### src/rtl/ikaopll_acc_mixdac_if.sv
// Sample-path bus of the OPLL accumulating mixing DAC.
// The master is the operator/percussion side; the slave is the DAC.
interface ikaopll_acc_mixdac_if #(
  parameter int SAMPLE_W = 9,
  parameter int VOL_W    = 5,
  parameter int OUT_W    = 16
);
  logic                i_CYCLE_00;
  logic                i_SMP_VALID;
  logic                i_RO_CTRL;
  logic [SAMPLE_W-1:0] i_SMP;
  logic [VOL_W-1:0]    i_MOVOL;
  logic [VOL_W-1:0]    i_ROVOL;
  logic [OUT_W-1:0]    o_ACC_SIGNED;
  logic                o_ACC_SIGNED_STRB;
  logic                o_ACC_SAT;

  modport master (
    output i_CYCLE_00, i_SMP_VALID, i_RO_CTRL, i_SMP, i_MOVOL, i_ROVOL,
    input  o_ACC_SIGNED, o_ACC_SIGNED_STRB, o_ACC_SAT
  );
  modport slave (
    input  i_CYCLE_00, i_SMP_VALID, i_RO_CTRL, i_SMP, i_MOVOL, i_ROVOL,
    output o_ACC_SIGNED, o_ACC_SIGNED_STRB, o_ACC_SAT
  );
endinterface

### src/rtl/ikaopll_acc_mixdac.sv
// Frame-accumulating mixing DAC: volume-scaled slot sum, shift, saturate, strobe.
// Define IKAOPLL_ACC_DAC_ERRFB_EN to carry truncated bits into the next frame.
module ikaopll_acc_mixdac #(
  parameter int SAMPLE_W  = 9,
  parameter int VOL_W     = 5,
  parameter int FRAME_LEN = 18,
  parameter int CYC_DLY   = 3,
  parameter int OUT_W     = 16,
  parameter int OUT_SHIFT = 1,
  parameter int STRB_LEN  = 9
) (
  input  logic                i_EMUCLK,
  input  logic                i_RST_n,
  input  logic                i_phi1_NCEN_n,
  ikaopll_acc_mixdac_if.slave bus
);
  localparam int PW    = SAMPLE_W + VOL_W;
  localparam int ACC_W = PW + $clog2(FRAME_LEN);
  localparam int CNT_W = $clog2(STRB_LEN + 1);
  localparam logic signed [ACC_W-1:0] S_MAX = ACC_W'((2 ** (OUT_W - 1)) - 1);
  localparam logic signed [ACC_W-1:0] S_MIN = -S_MAX - ACC_W'(1);

  logic signed [SAMPLE_W-1:0] v;
  logic signed [VOL_W-1:0]    vol;
  logic signed [PW-1:0]       p;
  logic signed [ACC_W-1:0]    p_x, acc, s, seed;
  logic [CYC_DLY-1:0]         dly;
  logic [CNT_W-1:0]           cnt;
  logic                       bnd, clip_hi, clip_lo;
  logic [OUT_W-1:0]           out_q;
  logic                       sat_q, strb_q;

  assign bnd = dly[CYC_DLY-1];

  // ~{0,mag} == -(mag+1): sign+magnitude without a negative zero
  always_comb begin
    v   = bus.i_SMP[SAMPLE_W-1] ? ~{1'b0, bus.i_SMP[SAMPLE_W-2:0]}
                                :  {1'b0, bus.i_SMP[SAMPLE_W-2:0]};
    vol = bus.i_RO_CTRL ? bus.i_ROVOL : bus.i_MOVOL;
    p   = bus.i_SMP_VALID ? PW'(v) * PW'(vol) : '0;
    p_x = ACC_W'(p);
  end

  always_comb begin
    s       = acc >>> OUT_SHIFT;
    clip_hi = s > S_MAX;
    clip_lo = s < S_MIN;
  end

`ifdef IKAOPLL_ACC_DAC_ERRFB_EN
  generate
    if (OUT_SHIFT > 0) begin : g_res
      assign seed = ACC_W'(acc[OUT_SHIFT-1:0]);
    end else begin : g_nores
      assign seed = '0;
    end
  endgenerate
`else
  assign seed = '0;
`endif

  always_ff @(posedge i_EMUCLK) begin
    if (!i_RST_n) begin
      acc    <= '0;
      dly    <= '0;
      cnt    <= '0;
      out_q  <= '0;
      sat_q  <= 1'b0;
      strb_q <= 1'b0;
    end else if (!i_phi1_NCEN_n) begin
      dly    <= (dly << 1) | CYC_DLY'(bus.i_CYCLE_00);
      // strobe trails the count by one cycle so it rises after the data update
      strb_q <= cnt != '0;
      if (bnd) begin
        out_q <= clip_hi ? S_MAX[OUT_W-1:0] : clip_lo ? S_MIN[OUT_W-1:0] : s[OUT_W-1:0];
        sat_q <= clip_hi | clip_lo;
        acc   <= seed + p_x;
        cnt   <= CNT_W'(STRB_LEN);
      end else begin
        acc <= acc + p_x;
        if (cnt != '0) cnt <= cnt - CNT_W'(1);
      end
    end
  end

  assign bus.o_ACC_SIGNED      = out_q;
  assign bus.o_ACC_SAT         = sat_q;
  assign bus.o_ACC_SIGNED_STRB = strb_q;
endmodule

### src/flat_wrapper.sv
// flat-port wrapper written by rule: the top's interface ports become plain ports
module ikaopll_acc_mixdac_flat 
#(
  parameter int SAMPLE_W  = 9,
  parameter int VOL_W     = 5,
  parameter int FRAME_LEN = 18,
  parameter int CYC_DLY   = 3,
  parameter int OUT_W     = 16,
  parameter int OUT_SHIFT = 1,
  parameter int STRB_LEN  = 9
)
  (i_EMUCLK, i_RST_n, i_phi1_NCEN_n, bus_i_CYCLE_00, bus_i_SMP_VALID, bus_i_RO_CTRL, bus_i_SMP, bus_i_MOVOL, bus_i_ROVOL, bus_o_ACC_SIGNED, bus_o_ACC_SIGNED_STRB, bus_o_ACC_SAT);
  ikaopll_acc_mixdac_if #(.SAMPLE_W(SAMPLE_W), .VOL_W(VOL_W), .OUT_W(OUT_W)) bus_i ();
  input  logic i_EMUCLK;
  input  logic i_RST_n;
  input  logic i_phi1_NCEN_n;
  input wire logic [$bits(bus_i.i_CYCLE_00)-1:0] bus_i_CYCLE_00;
  input wire logic [$bits(bus_i.i_SMP_VALID)-1:0] bus_i_SMP_VALID;
  input wire logic [$bits(bus_i.i_RO_CTRL)-1:0] bus_i_RO_CTRL;
  input wire logic [$bits(bus_i.i_SMP)-1:0] bus_i_SMP;
  input wire logic [$bits(bus_i.i_MOVOL)-1:0] bus_i_MOVOL;
  input wire logic [$bits(bus_i.i_ROVOL)-1:0] bus_i_ROVOL;
  output wire logic [$bits(bus_i.o_ACC_SIGNED)-1:0] bus_o_ACC_SIGNED;
  output wire logic [$bits(bus_i.o_ACC_SIGNED_STRB)-1:0] bus_o_ACC_SIGNED_STRB;
  output wire logic [$bits(bus_i.o_ACC_SAT)-1:0] bus_o_ACC_SAT;
  assign bus_i.i_CYCLE_00 = bus_i_CYCLE_00;
  assign bus_i.i_SMP_VALID = bus_i_SMP_VALID;
  assign bus_i.i_RO_CTRL = bus_i_RO_CTRL;
  assign bus_i.i_SMP = bus_i_SMP;
  assign bus_i.i_MOVOL = bus_i_MOVOL;
  assign bus_i.i_ROVOL = bus_i_ROVOL;
  assign bus_o_ACC_SIGNED = bus_i.o_ACC_SIGNED;
  assign bus_o_ACC_SIGNED_STRB = bus_i.o_ACC_SIGNED_STRB;
  assign bus_o_ACC_SAT = bus_i.o_ACC_SAT;
  ikaopll_acc_mixdac #(.SAMPLE_W(SAMPLE_W), .VOL_W(VOL_W), .FRAME_LEN(FRAME_LEN), .CYC_DLY(CYC_DLY), .OUT_W(OUT_W), .OUT_SHIFT(OUT_SHIFT), .STRB_LEN(STRB_LEN)) u_core (.i_EMUCLK(i_EMUCLK), .i_RST_n(i_RST_n), .i_phi1_NCEN_n(i_phi1_NCEN_n), .bus(bus_i));
endmodule
### config.mk
export PLATFORM = sky130hd
export DESIGN_NAME = ikaopll_acc_mixdac_flat
export DESIGN_NICKNAME = d
export VERILOG_FILES = /design/src/rtl/ikaopll_acc_mixdac_if.sv /design/src/rtl/ikaopll_acc_mixdac.sv /design/src/flat_wrapper.sv
export SDC_FILE = /design/constraint.sdc
export NUM_CORES = 1
export LEC_CHECK = 0
export ABC_AREA = 1
export BUFFER_PORTS_ARGS = -buffer_cell sky130_fd_sc_hd__buf_2
export CAP_MARGIN = 40
export CORE_MARGIN = 1
export CORE_UTILIZATION = 50
export DETAILED_ROUTE_END_ITERATION = 8
export PLACE_DENSITY = 0.69
export SKIP_CTS_REPAIR_TIMING = 1
export SLEW_MARGIN = 20
export SYNTH_ARGS = -nofsm -noshare
export SYNTH_HDL_FRONTEND = slang
export SYNTH_SLANG_ARGS = --single-unit
### constraint.sdc
create_clock -name i_EMUCLK -period 15.65 [get_ports i_EMUCLK]
set_clock_uncertainty 0.05 [all_clocks]
set_input_delay 1.565 -clock i_EMUCLK [delete_from_list [all_inputs] [get_ports i_EMUCLK]]
set_output_delay 1.565 -clock i_EMUCLK [all_outputs]
set_load 0.02 [all_outputs]
Word-level counts from Yosys, hierarchy flattened
Cells that the tools add are included.

word-level totals
  logic and storage cells = 27
  output and inout bits = 18
  bits in registers = 44

operators by class
  multipliers = 1
  mux-type cells = 8
  bitwise operators = 4
  reductions and logical operators = 4
  $lt $le $gt $ge = 2
  add/subtract/negate cells = 2

operator list
  kind                  count
  $mux 16               2
  $add 19x14->19        1
  $mux 19               1
  $gt 18x16->1 const B  1
  $lt 18x16->1 const B  1
  $mul 9x5->14          1
  $mux 14               1
  $mux 9                1
  $not 8->9             1
  $mux 4                2
  $mux 5                1
  $reduce_and 2->1      2
  $reduce_bool 4->1     1
  $sub 4x1->4 const B   1
  $or 3x1->3            1
  $reduce_bool 2->1     1
  $not 1->1             1
  $or 1x1->1            1

Logic depth before layout (Yosys ltp)
  depth after elaboration = 6
  depth in mapped cells = 35
  gate-level depth less buffers = 35

Worst setup path after synthesis
Ideal clock, no wire load.

  path kind = input to register
  from = input port bus_i_RO_CTRL
  to = register u_core.acc[18]
  stages = 29
  setup time = 0.109 ns
  path buffers = 1
  path slack = 9.237 ns
  data arrival time = 6.254 ns
  data required time = 15.491 ns
  cells stage by stage = buf_2 > o21ai_1 > nor2_1 > fa_1 > fa_1 > inv_1 > fa_1 > inv_1 > ha_1 > a21oi_1 > nand3_1 > inv_1 > o21bai_1 > or2_2 > nand3_1 > inv_1 > ha_1 > nand2_1 > nand2_1 > nand3_1 > nand2_1 > a21oi_1 > nand2_1 > nand2_1 > nand3_1 > nand2_1 > nand3_1 > nand2_1 > inv_1

on the way
  cells in the longest elaborated chain, start to end = 5

RTL lines
  element               RTL line                  source
  from (decl)           flat_wrapper.sv:19        input wire logic [$bits(bus_i.i_RO_CTRL)-1:0] bus_i_RO_CTRL;
  $mux 5 *              ikaopll_acc_mixdac.sv:39  vol = bus.i_RO_CTRL ? bus.i_ROVOL : bus.i_MOVOL;
  $mul 9x5->14 *        ikaopll_acc_mixdac.sv:40  p = bus.i_SMP_VALID ? PW'(v) * PW'(vol) : '0;
  $mux 14 *             ikaopll_acc_mixdac.sv:40
  $add 19x14->19        ikaopll_acc_mixdac.sv:80  acc <= acc + p_x;
  $mux 19 *             ikaopll_acc_mixdac.sv:74  if (bnd) begin
  to (signal assigned)  ikaopll_acc_mixdac.sv:77  acc <= seed + p_x;
  to (signal assigned)  ikaopll_acc_mixdac.sv:80
  to (decl)             ikaopll_acc_mixdac.sv:26  logic signed [ACC_W-1:0] p_x, acc, s, seed;

Every way passes the cells marked *; elsewhere a longest branch is shown, timed or not.
A chain may end at the register's enable or synchronous reset.

Final worst setup path
  from = input port bus_i_RO_CTRL
  to = register u_core.acc[13]

Same word-level chain as after synthesis.

==> results.cfg <==
[status]
run_status = finished, final reports clean

[floorplanning]
initial_core_util_pct = 51.5
core_area_sq_um = 9200
die_w_um = 99.3
die_area_sq_um = 9870
rows = 35
die_h_um = 99.3
ios = 43

[setup_path]
r2r_start = u_core.dly[2]
end_kind = flop
cp_top_family = adder cells
path_class = input port to flop
crit_fanout = 9
max_stage_delay_ps = 710
worstPathRequired_ps = 15810
startpoint = bus_i_RO_CTRL
cpMaxStageDelayCell = mux2i_1
worst-path-buf-inv = 6
cp_data_arrival_time_ps = 6900
startpoint_type = input port

[global_route]
grtUsageMet1_pct = 32.8
use_met3_pct = 2.81
antenna_found_initial = 0
top_usage_layer = met2
use_met2_pct = 39.0
grt_max_degree = 27
grt_overflow = 0
grt_usage_pct = 23.7
grt_pass1_wl_mm = 19.0
grt_pass1_vias = 4171

[yosys]
ys_ff_latch = 44
synth-edff-count = 0
synth_top_cell_by_area = dfxtp_1
yosysSeqAreaShare_pct = 18.6
yosysWarnings = 0
syn_nets = 804
synth_area_leaders = dfxtp_1 19%, fa_1 13%, ha_1 11%, nand2_1 11%, inv_1 10%
synthesis.area_sq_um = 4740
syn_inst = 707
synth_flop_cell = dfxtp_1
synthDominantCellAreaShare_pct = 18.6
avgSynthCellArea_sq_um = 6.70
synthArstFlopShare_pct = 0
synth_cell_types = 42

[layout]
drive_gt1_share_pct = 9.85
nets = 837
final_cell_mix = 134 x nand2_1, 126 x inv_1, 104 x nor2_1, 51 x nand3_1, 44 x dfxtp_1
areaGrowthSynthToFinish_pct = 7.24
final_common_cell = nand2_1
num_antenna_cells = 0
instances_no_fill = 852

[clock_network]
tritoncts = done
clock_path_buffers = 2
cts_htree_levels = 2
clock-sinks = 44
clk_pin_slew_ps = 90
clock_latency_ps = 310
cts_root_buf = clkbuf_8
numCtsBuffers = 5

[sta]
rsz0062_at_grt = false
slew_viol_final = 0
finalSetupTns_ps = 0
period_share_pct = 43.0
fin_crit_ps = 6740
setup_viol = 0
fmax_ghz = 0.148
maxSlewHeadroom_pct = 44.0
hold_slack_ps = 418
tightest_slew_ps = 816
hold_violations = 0
final.setup.worst_slack_ps = 8910

[routing]
vias = 4448
firstDrtPassIters = 5
viasPerCell = 5.22
ant_nets = 0
wl_per_cell_um = 12.8
wl_mm = 10.9
drc = 0
drt-initial-drc-count = 239

[placed_design]
io_buffer_count = 42
globalplace.congestion = 0.991
post-place-ws_ps = 8650
hpwl_mm = 8.75
dpl.cell_count = 844

[pwr]
pwr_density_cell_nw_per_um2 = 143
intPower_mw = 0.354
seqPwrFrac_pct = 20.4
pwr-share-comb_pct = 69.5
power.net_switching_mw = 0.374
clock_power_share_pct = 10.1
ir_drop_uv = 51.9
p_leak_nw = 2.80
p_sw_share_pct = 51.4

[flow_run]
cap_violations = 0

[worst_hold_path]
worstHoldStart = u_core.bus.o_ACC_SIGNED_STRB
hp-class = flop to flop
-- sequential cells by signal (all words and copies together) (netlist names) --
| register | flops |
|---|---|
| u_core.acc | 19 |
| u_core.bus.o_ACC_SIGNED | 16 |
| u_core.cnt | 4 |
| u_core.dly | 3 |
| u_core.bus.o_ACC_SAT | 1 |
| u_core.bus.o_ACC_SIGNED_STRB | 1 |
-- power by group through the flow --
| stage | combinational, mW | sequential (mW) | clock, mW |
|---|---|---|---|
| 2_1_floorplan | 0.404 | 0.149 | 0 |
| 6_report | 0.505 | 0.148 | 0.0738 |
| 5_1_grt | 0.584 | 0.151 | 0.0796 |
| 3_3_place_gp | 0.489 | 0.150 | 0 |
| 4_1_cts | 0.503 | 0.148 | 0.0751 |
| 3_5_place_dp | 0.500 | 0.151 | 0 |
-- layout make-up --
| cell class | instances | area (sq um) |
|---|---|---|
| inverter | 129 | 484 |
| clock buffer | 5 | 68.8 |
| tap | 111 | 139 |
| timing repair buffer | 44 | 225 |
| sequential | 44 | 881 |
| clock inverter | 3 | 18.8 |
| multi-input combinational | 516 | 3260 |
| fill | 890 | 4120 |
-- tightest hold or removal path: stages, from the launching register on --
cell,delay [ps]
dfxtp_1,320
nand2_1,60
a21oi_1,60
-- path summary, 6_finish.rpt --
path                            slack, ps                      endpoint  cells after the start
worst min register to register        420  u_core.bus.o_ACC_SIGNED_STRB                      2
worst max-delay path                 8910                u_core.acc[13]                     26
worst max register to register      13340    u_core.bus.o_ACC_SIGNED[8]                      6
worst min-delay path                  420  u_core.bus.o_ACC_SIGNED_STRB                      2
-- kinds of logic after synthesis --
group | Yosys count | share of synthesized area (%)
buffers and inverters | 147 | 12.5
xor gates and xnor gates | 15 | 2.77
and+or+nand+nor | 317 | 28.4
muxes | 4 | 0.845
adders and majority gates | 72 | 23.8
AOI/OAI and AO/OA | 108 | 13.2
DFF | 44 | 18.6
-- cell usage after synthesis, types with 2 or more instances --
master and n:
nand3b_1 4, a22oi_1 4, clkbuf_1 4, o221ai_1 2
a21oi_1 43, nand3_2 4, nor3_1 4, nand2_1 134
dfxtp_1 44, o21ai_0 22, nor2_1 104, nand4_1 3
o21ai_1 13, buf_4 2, buf_6 2, a31oi_1 6
a21o_1 5, inv_2 3, buf_2 8, or2_2 7
xnor2_1 10, ha_1 42, nand3_1 51, inv_1 126
o21bai_1 7, fa_1 30, xor2_1 5, mux2i_1 4
-- layer usage --
layer | vias to the layer above | share of wire (%)
li1 | 2290 | -
met1 | 2038 | 49
met2 | 101 | 45
met3 | 19 | 4.0
met4 | 0 | 1.9
met5 | - | 0
-- through the flow --
stage,area (sq um),utilization [%],power (mW)
CTS,5080,55.3,0.727
global route,5080,55.3,0.815
detailed placement,4990,54.3,0.651
floorplan,4740,-,0.552
global placement,4990,54.2,0.640
finish,5080,55.3,0.728
Power figures use the tool's default switching activity.
